<file path="config.mk">
export PLATFORM = sky130hd
export DESIGN_NAME = seq_subtractor47_26
export DESIGN_NICKNAME = d
export VERILOG_FILES = /design/src/rtl/seq_subtractor47_26.sv
export SDC_FILE = /design/constraint.sdc
export NUM_CORES = 1
export LEC_CHECK = 0
export BUFFER_PORTS_ARGS = -buffer_cell sky130_fd_sc_hd__buf_2
export CAP_MARGIN = 0
export CORE_ASPECT_RATIO = 1.1
export CORE_UTILIZATION = 40
export DETAILED_ROUTE_END_ITERATION = 7
export GPL_ROUTABILITY_DRIVEN = 0
export HOLD_SLACK_MARGIN = 0.03
export SYNTH_ARGS = -nofsm -noshare
export SYNTH_HDL_FRONTEND = slang
export SYNTH_SLANG_ARGS = --single-unit
</file>
<file path="constraint.sdc">
create_clock -name clk -period 6.05 [get_ports clk]
set_clock_uncertainty 0.2 [all_clocks]
set_input_delay 1.21 -clock clk [delete_from_list [all_inputs] [get_ports clk]]
set_output_delay 1.21 -clock clk [all_outputs]
set_load 0.05 [all_outputs]
</file>
<file path="src/rtl/seq_subtractor47_26.sv">
`default_nettype none
// ---------------------------------------------------------------------------
// seq_subtractor47_26 : multi-cycle unsigned A - zero_extend(B), LSB chunk first
// Revision 1.0
// ---------------------------------------------------------------------------
module seq_subtractor47_26 #(
  parameter int A_W   = 47,
  parameter int B_W   = 26,
  parameter int CHUNK = 8
) (
  input  logic           clk,
  input  logic           rst_n,
  input  logic           start,
  input  logic [A_W-1:0] A,
  input  logic [B_W-1:0] B,
  output logic           busy,
  output logic           done,
  output logic [A_W-1:0] Diff,
  output logic           Borrow
);

  localparam int NCHUNK = (A_W + CHUNK - 1) / CHUNK;
  localparam int PAD_W  = NCHUNK * CHUNK;
  localparam int CNT_W  = (NCHUNK > 1) ? $clog2(NCHUNK) : 1;
  localparam int PIDX_W = (PAD_W > 1) ? $clog2(PAD_W) : 1;
  localparam int DIDX_W = (A_W > 1) ? $clog2(A_W) : 1;

  typedef enum logic [1:0] {
    IDLE = 2'd0,
    RUN  = 2'd1,
    DONE = 2'd2
  } state_t;

  state_t             state_q, state_d;
  logic [PAD_W-1:0]   a_q, a_d;
  logic [PAD_W-1:0]   b_q, b_d;
  logic [CNT_W-1:0]   cnt_q, cnt_d;
  logic               brw_q, brw_d;
  logic [A_W-1:0]     diff_q, diff_d;
  logic               borrow_q, borrow_d;
  logic               busy_q, busy_d;
  logic               done_q, done_d;

  int                 w_base;
  logic [CHUNK-1:0]   w_a_chunk;
  logic [CHUNK-1:0]   w_b_chunk;
  logic [CHUNK:0]     w_res;

  always_comb begin
    state_d  = state_q;
    a_d      = a_q;
    b_d      = b_q;
    cnt_d    = cnt_q;
    brw_d    = brw_q;
    diff_d   = diff_q;
    borrow_d = borrow_q;
    busy_d   = busy_q;
    done_d   = done_q;

    // Operands are zero-padded to whole chunks, so the borrow out of the last
    // padded chunk equals the borrow at bit A_W-1.
    w_base    = int'(cnt_q) * CHUNK;
    w_a_chunk = a_q[PIDX_W'(w_base) +: CHUNK];
    w_b_chunk = b_q[PIDX_W'(w_base) +: CHUNK];
    w_res     = {1'b0, w_a_chunk} - {1'b0, w_b_chunk} - (CHUNK+1)'(brw_q);

    case (state_q)
      IDLE: begin
        if (start) begin
          a_d     = PAD_W'(A);
          b_d     = PAD_W'(B);
          cnt_d   = '0;
          brw_d   = 1'b0;
          busy_d  = 1'b1;
          state_d = RUN;
        end
      end
      RUN: begin
        for (int i = 0; i < CHUNK; i++) begin
          if (w_base + i < A_W) begin
            diff_d[DIDX_W'(w_base + i)] = w_res[i];
          end
        end
        brw_d = w_res[CHUNK];
        if (cnt_q == CNT_W'(NCHUNK - 1)) begin
          done_d   = 1'b1;
          borrow_d = w_res[CHUNK];
          cnt_d    = '0;
          state_d  = DONE;
        end else begin
          cnt_d = cnt_q + 1'b1;
        end
      end
      DONE: begin
        done_d  = 1'b0;
        busy_d  = 1'b0;
        state_d = IDLE;
      end
      default: begin
        state_d = IDLE;
        busy_d  = 1'b0;
        done_d  = 1'b0;
      end
    endcase
  end

  always_ff @(posedge clk or negedge rst_n) begin
    if (!rst_n) begin
      state_q  <= IDLE;
      a_q      <= '0;
      b_q      <= '0;
      cnt_q    <= '0;
      brw_q    <= 1'b0;
      diff_q   <= '0;
      borrow_q <= 1'b0;
      busy_q   <= 1'b0;
      done_q   <= 1'b0;
    end else begin
      state_q  <= state_d;
      a_q      <= a_d;
      b_q      <= b_d;
      cnt_q    <= cnt_d;
      brw_q    <= brw_d;
      diff_q   <= diff_d;
      borrow_q <= borrow_d;
      busy_q   <= busy_d;
      done_q   <= done_d;
    end
  end

  assign busy   = busy_q;
  assign done   = done_q;
  assign Diff   = diff_q;
  assign Borrow = borrow_q;

endmodule
`default_nettype wire
</file>
-- Word-level counts from Yosys, hierarchy flattened
Index checks and enable logic that the tools add are counted.
- shifts and indexed selects: 2
- eq/ne operators: 4
- muxes and demuxes: 51
- add/sub/neg operators: 10
- order comparisons: 24
- reduce and logical (&&, ||, !) cells: 16
- bitwise gates (word level): 2
- operators by type and width (operator ; count):
    $mux W47 ; 15
    $bwmux W47 ; 8
    $lt A32 B7 Y1 const B ; 7
    $shiftx A48 B6 Y8 ; 2
    $lt A6 B8 Y1 const B ; 8
    $ge A6 B1 Y1 const B ; 8
    $demux W1 S6 ; 7
    $add A6 B3 Y7 const B ; 4
    $add A6 B2 Y7 const B ; 2
    $reduce_and A2 Y1 ; 6
    $mux W1 ; 11
    $sub A8 B8 Y9 ; 1
    $sub A9 B1 Y9 ; 1
    $logic_and A1 B1 Y1 ; 8
    $add A6 B1 Y7 const B ; 1
    $lt A6 B6 Y1 const B ; 1
    $mux W3 ; 2
    $pmux W1 S2 ; 3
    $pmux W3 S2 ; 1
    $mux W2 ; 2
    $ne A2 B2 Y1 const B ; 2
    $pmux W2 S2 ; 1
    $add A3 B1 Y3 const B ; 1
    $demux W1 S3 ; 1
    other kinds (5) ; 6
- word-level logic and storage cells: 118
- register bits: 129
- bits of input ports: 76
- output and inout bits: 50

-- Logic depth before layout (Yosys ltp)
Gate-level depths: netlist (run 1).
- depth after elaboration: 27
- depth in mapped cells: 16
- mapped depth without buffers: 12

-- Least setup slack after synthesis (run 1)
OpenSTA, ideal clock, no wires.
- path type: flip-flop to flip-flop
- start: register cnt_q[0]
- end: register borrow_q (netlist: Borrow)
- data arrival time: 2.773 ns
- slack: 2.938 ns
- period minus slack after synthesis: 3.112 ns
- cell stages (with the launch flop): 11
- setup time: 0.139 ns
- data required time: 5.711 ns
- path buffers: 1
- cell sequence: dfrtp_1 > buf_6 > mux4_1 > and2_1 > fa_1 > fa_1 > a21boi_0 > o211ai_1 > a31oi_1 > xor2_1 > a21oi_1
- cells in the longest elaborated chain, start to end: 3
- elaborated cells between the ends (all ways): 6
- those cells by class: add/sub: 2; eq/ne: 1; shift: 2; reduce/logical: 1
- RTL lines (item ; RTL line ; source):
    start: declaration ; 37 ; logic [CNT_W-1:0] cnt_q, cnt_d;
    start signal: assignment ; 122 ; cnt_q <= cnt_d;
    $shiftx A48 B6 Y8 (on tied branches) ; 63, 64 ;
    $sub A8 B8 Y9 ; 65 ; w_res = {1'b0, w_a_chunk} - {1'b0, w_b_chunk} - (CHUNK+1)'(brw_q);
    $sub A9 B1 Y9 ; 65 ;
    end signal: assignment ; 125 ; borrow_q <= borrow_d;
    end: declaration ; 40 ; logic borrow_q, borrow_d;
Several ways; a longest one is shown, not always the timed one.
A chain may end at the register's enable or synchronous reset.

-- Worst setup path in the final report (run 1)
- start: register cnt_q[0]
- end: register diff_q[14] (netlist: Diff[14])
- cells in the longest elaborated chain, start to end: 26
- elaborated cells between the ends (all ways): 77
- those cells by class: add/sub: 9; order compare: 22; shift: 2; mux: 37; reduce/logical: 7
- RTL lines (item ; RTL line ; source):
    $shiftx A48 B6 Y8 (on tied branches) ; 63, 64 ;
    $sub A8 B8 Y9 ; 65 ;
    $sub A9 B1 Y9 ; 65 ;
    $bwmux W47 ; 81 ; diff_d[DIDX_W'(w_base + i)] = w_res[i];
    $mux W47 ; 80 ; if (w_base + i < A_W) begin
    $mux W47 ; 67 ; case (state_q)
    $bwmux W47 ; 81 ;
    $mux W47 ; 80 ;
    [... 10 more ...] ; - ;
    $bwmux W47 ; 81 ;
    $mux W47 ; 80 ;
    $mux W47 ; 67 ;
    $bwmux W47 ; 81 ;
    $mux W47 ; 80 ;
    $mux W47 ; 67 ;
    $bwmux W47 ; 81 ;
    $mux W47 (*) ; 80 ;
    end signal: assignment ; 124 ; diff_q <= diff_d;
    end: declaration ; 39 ; logic [A_W-1:0] diff_q, diff_d;
Every way passes the cells marked *; elsewhere a longest branch is shown, timed or not. The select of a mux whose other input is x is not followed.

==> impl_metrics.ini, run 1 <==
[clocking]
postCtsResizedCells = 0
cts_tree = done
h-tree-depth = 4
post_cts_buffers = 0
clock_latency_ns = 0.41
clk_pin_slew_ns = 0.05
ctsHoldBuffers = 0
numClockSinks = 114
clock_tree.root_cell = clkbuf_16
clockBufferDepth = 2
cts_made_buffers = 17

[drt]
totalWireLength_um = 10200
drt_pass1_iterations = 4
drc = 0
routedWlPerCell_um = 15.3
vias = 3275
via_per_inst = 4.92
antenna_left = 0
first_iter_violations = 128

[synthesis]
synth_top_family_by_area = multiplexers
syn_inst = 398
synth_compound_area_share_pct = 6.34
async_flop_share_pct = 100
yosys.area.top_type = dfrtp_1
synth_top_area_share_pct = 56.9
synth-simple-area-share_pct = 6.84
synth_area_leaders = dfrtp_1, mux2_2, ha_1
synth_nets = 488
ys_warn_count = 0
syn_area_um2 = 5010
yosys.area_share.adder_pct = 3.79
ys_types = 41
synth_ff_type = dfrtp_1
avgSynthCellArea_um2 = 12.6
ys_seq_area_share_pct = 56.9
synthMuxAreaShare_pct = 20.8
synth-edff-count = 0
synth-seq-cells = 114
synth_xor_area_share_pct = 1.22

[final_layout]
syn_to_final_growth_pct = 25.1
final_cell_mix = dfrtp_1, buf_2, mux2_2, nand2_1, o21ai_0
fill_cells = 1078
final_cells = 665
num_antenna_cells = 0
final_layout_size_suffix_gt1_share_pct = 42.9
final_util_pct = 51.6
multi_input_area_um2 = 1960
final_common_cell = dfrtp_1
nets = 588
seq_area_um2 = 2850

[sta]
rsz0062_at_grt = false
setup_viol = 0
fin_setup_tns_ns = 0
slew_headroom_pct = 41.7
finalCritPeriodShare_pct = 63.3
timing_hold_violations_final = 0
maxSlewViolCount = 0
fmax_mhz = 261
post-route-min-period_ns = 3.83
tightestPinTransition_ns = 0.874

[global_routing]
grt.overflow.total = 0
use_met1_pct = 21.6
antenna_found_initial = 0
grt_pass1_wl_um = 17000
use_met2_pct = 27.3
grt_max_degree = 61
busiest_layer = met2
first_global_vias = 3461
grtUsageTotal_pct = 17.5
met3_usage_pct = 7.22

[critical_path]
worstPathCellList = mux4_1 -> and2_1 -> fa_1 -> fa_1 -> a21boi_0 -> o211ai_1 -> nand2_1 -> xor2_1 -> mux2_2
cpMostUsedCell = fa_1
r2r_start = cnt_q[0]
ff2ff_path_depth = 9
crit_path_max_incr_delay_ns = 0.76
ff2ff_setup_slack_ns = 2.22
path_max_fanout = 16
worstPathArrival_ns = 3.97
cp.required_ns = 6.20
cp-end-kind = flip-flop
cp-start-kind = flip-flop
crit_type = flip-flop to flip-flop
critPathSlowestCell = dfrtp_1
r2r_end = Diff[14]

[hold_path]
hold_depth = 0
min_from = Diff[38]
hp-class = flip-flop to flip-flop
holdPathEnd = Diff[38]

[place]
hpwl_um = 7160
numPortBuffers = 110
dp_cells = 633

[floorplan]
ioPinCount = 126
die_y_um = 119
die_w_um = 109
fp.coreArea_um2 = 12100
rows = 42
start_util_pct = 41.3
dieArea_um2 = 13000

[outcome]
outcome = complete, no violations

[flow_run]
max_cap_violations = 0
[how the worst max path moves through the flow]
stage	endpoint	slack (ns)	from
2_1_floorplan	Borrow	2.94	cnt_q[0]
4_1_cts	Diff[14]	2.15	cnt_q[0]
3_3_place_gp	Borrow	2.23	cnt_q[0]
3_5_place_dp	Diff[14]	2.19	cnt_q[0]
6_report	Diff[14]	2.22	cnt_q[0]
5_1_grt	brw_q	1.97	cnt_q[0]
[critical path, delay by kind of cell, from the launching register on]
kind | cells | cell delay [ns]
flops | 1 | 0.76
xor+xnor | 1 | 0.30
compound gates | 2 | 0.40
simple gates | 2 | 0.29
mux | 2 | 0.89
fa+ha+maj | 2 | 0.90
[metrics by stage]
step | setup WS [ns] | hold slack, ns | instance area, µm²
after detailed placement | 2.19 | 0.161 | 5640
after CTS | 2.15 | 0.175 | 6270
after floorplan | 2.94 | 0.272 | 5010
final | 2.22 | 0.168 | 6270
after global routing | 1.97 | 0.177 | 6270
after global placement | 2.23 | 0.160 | 5640
[synthesized netlist by cell type, types with 2 or more instances]
cell	count
mux4_1	5
a211oi_1	2
clkbuf_1	20
o21a_1	2
nor2b_1	2
mux2_2	66
xor2_1	5
buf_2	8
fa_1	2
mux4_2	3
buf_4	2
o21ai_0	23
nand2_1	39
nand3_1	4
inv_1	14
mux2i_1	10
nor2_1	21
o31ai_1	4
ha_1	12
nor3b_2	2
a21oi_1	10
xnor2_1	2
inv_2	2
nand2b_1	4
a21o_1	4
nor3_1	2
dfrtp_1	114
[registers in the layout, indices dropped and copies added (netlist names)]
register  flops
brw_q         1
busy          1
done          1
Diff         47
cnt_q         3
b_q          26
state_q       2
Borrow        1
a_q          32
[layer usage]
metal | share of wire (%) | vias up
met5 | 0 | -
met3 | 7.5 | 13
met2 | 48 | 95
met4 | 1.5 | 0
li1 | - | 1580
met1 | 43 | 1587
[layout make-up]
class,count,share of cell area [%]
sequential,114,45.5
multi-input combinational,236,31.3
timing repair buffer,113,9.18
clock buffer,18,7.01
tap,154,3.07
clock inverter,14,2.99
inverter,16,0.958
[cell families (layout without fill, tap and decap cells)]
| family | Yosys count | in the layout |
|---|---|---|
| multiplexers | 84 | 84 |
| adder cells (fa/ha/maj) | 14 | 14 |
| AO/OA/AOI/OAI | 53 | 53 |
| flip-flops | 114 | 114 |
| buffers and inverters | 48 | 161 |
| XOR/XNOR | 7 | 7 |
| AND/OR/NAND/NOR | 78 | 78 |
Power of run 1 is left out: the tool's default activity adds up to more than one toggle a clock period on the data nets, which glitch-free logic cannot reach.
==> run 2: changes to the inputs <==
--- a/config.mk
+++ b/config.mk
@@ -12,6 +12,7 @@
 export DETAILED_ROUTE_END_ITERATION = 7
 export GPL_ROUTABILITY_DRIVEN = 0
 export HOLD_SLACK_MARGIN = 0.03
+export PLACE_DENSITY = 0.65
 export SYNTH_ARGS = -nofsm -noshare
 export SYNTH_HDL_FRONTEND = slang
 export SYNTH_SLANG_ARGS = --single-unit
==> constraint.sdc (replaced) <==
create_clock -name clk -period 3.14 [get_ports clk]
set_clock_uncertainty 0.2 [all_clocks]
set_input_delay 0.628 -clock clk [delete_from_list [all_inputs] [get_ports clk]]
set_output_delay 0.628 -clock clk [all_outputs]
set_load 0.05 [all_outputs]
==> run 2 against run 1 <==
  * Flip-flop and latch count is the same
  * Global-route usage grew 1.0 points
  * Die area is the same
  * Sequential share of layout area shrank 2.1 points
  * Non-clock buffer count grew 21
  * Critical endpoint is now Diff[23]
  * Largest cell class unchanged
==> impl_metrics.ini, run 2 (synthesized netlist as in run 1, its figures left out) <==
[final_layout]
fill_cells = 1056
seq_area_um2 = 2850
num_antenna_cells = 0
final_cell_mix = dfrtp_1, buf_2, mux2_2, nand2_1, o21ai_0
fin_area_um2 = 6570
final_common_cell = dfrtp_1
syn_to_final_growth_pct = 31.0
nets = 609
largest_reg_flops = 47
final_layout_size_suffix_gt1_share_pct = 47.6
multi_input_area_um2 = 2030
final_util_pct = 54.1

[floorplan]
dieArea_um2 = 13000
rows = 42
die_w_um = 109
ioPinCount = 126
fp.coreArea_um2 = 12100
start_util_pct = 41.3
die_y_um = 119

[critical_path]
worstPathArrival_ns = 3.13
cp-end-kind = flip-flop
ff2ff_setup_slack_ns = 0.12
path_max_fanout = 7
crit_path_start = cnt_q[0]
ff2ff_path_depth = 13
crit_path_max_incr_delay_ns = 0.43
crit_end = Diff[23]
cp.required_ns = 3.25
crit_type = flip-flop to flip-flop
r2r_end = Diff[23]
critPathSlowestCell = dfrtp_2
cp-start-kind = flip-flop
r2r_start = cnt_q[0]
worstPathCellList = clkbuf_16 -> buf_4 -> nor2_4 -> a21oi_1 -> nor2_1 -> ha_1 -> inv_1 -> ha_1 -> a21o_1 -> nand3_1 -> nand3_1 -> o21a_1 -> o31ai_1

[clocking]
cts_made_buffers = 17
cts_tree = done
h-tree-depth = 4
clk_pin_slew_ns = 0.05
numClockSinks = 114
clock_tree.root_cell = clkbuf_16
clockBufferDepth = 2
clock_latency_ns = 0.41

[place]
numPortBuffers = 110
hpwl_um = 7670
post_dp_cell_area_um2 = 5790

[outcome]
outcome = complete, no violations

[sta]
post-route-min-period_ns = 3.02
whs_ns = 0.0472
timing_hold_violations_final = 0
slew_headroom_pct = 50.4
finalCritPeriodShare_pct = 96.3
maxSlewViolCount = 0
setup_viol = 0
fmax_mhz = 331
tightestPinTransition_ns = 0.744
rsz0062_at_grt = true

[drt]
drt_pass1_iterations = 4
vias = 3385
antenna_left = 0
drc = 0
routedWlPerCell_um = 15.8
via_per_inst = 4.93
totalWireLength_um = 10800
first_iter_violations = 132

[global_routing]
grtUsageTotal_pct = 18.5
grt.overflow.total = 0
first_global_vias = 3579
grt_max_degree = 60
antenna_found_initial = 0
grt_pass1_wl_um = 17800

[flow_run]
max_cap_violations = 0

[hold_path]
hp-class = primary input to asynchronous set/reset pin
run 2: changes by cell type in the layout (fill, tap and decap cells not counted), moves of 2 or more:
cell,delta
clkinvlp_4,-3
fa_1,-2
ha_4,+3
clkbuf_8,+3
ha_1,-3
buf_4,+16
buf_12,+3
mux4_1,-3
fa_2,+2
mux4_2,+3
clkbuf_1,+2
run 2: through the flow:
| step | setup TNS (ns) | cells | setup WS [ns] |
|---|---|---|---|
| 6_report | 0 | 686 | 0.118 |
| 5_1_grt | -0.0309 | 686 | -0.0206 |
| 4_1_cts | 0 | 682 | 0.0217 |
| 3_5_place_dp | -1.55 | 650 | -0.134 |
| 3_3_place_gp | -0.770 | 650 | -0.0914 |
| 2_1_floorplan | 0 | 398 | 0.0278 |
run 2: routing by layer:
layer / GRT usage (%) / wire length (µm) / vias to the layer above
met5: 0 / 0 / -
met4: 8.02 / 224 / 0
met3: 6.84 / 720 / 17
met2: 30.2 / 5350 / 105
met1: 21.6 / 4530 / 1654
li1: - / - / 1609
run 2: final cells by class:
class | count | area share (%)
flip-flops and latches | 114 | 43.5
multi-input cells | 236 | 30.9
repair buffers | 134 | 12.1
clock buffers | 23 | 7.43
well taps | 154 | 2.93
clock inverters | 9 | 2.31
inverters | 16 | 0.914
run 2: worst max-delay path: cells and delay by family, from the launching register on:
kind                     cells  cell delay (ns)
flip-flops                   1             0.43
AO/OA/AOI/OAI                4             0.96
buffers and inverters        3             0.38
adder cells (fa/ha/maj)      2             0.62
AND/OR/NAND/NOR              4             0.33
run 2: what timing repair did:
action	4_1_cts	5_1_grt
setup endpoints to repair	15	16
setup buffers	0	3
pin swaps	2	9
resized for setup	7	17
hold buffers	0	0
endpoints found under the hold margin	0	0
cloned	0	1
run 2: how the worst min path moves through the flow:
stage               depth (start not counted)  endpoint  startpoint
floorplan                                   0    Borrow       rst_n
finish                                      1  Diff[11]       rst_n
CTS                                         1   Diff[5]       rst_n
global route                                1   Diff[3]       rst_n
detailed placement                          0  Diff[40]    Diff[40]
global placement                            0  Diff[40]    Diff[40]
Power of run 2 is left out for the same reason.
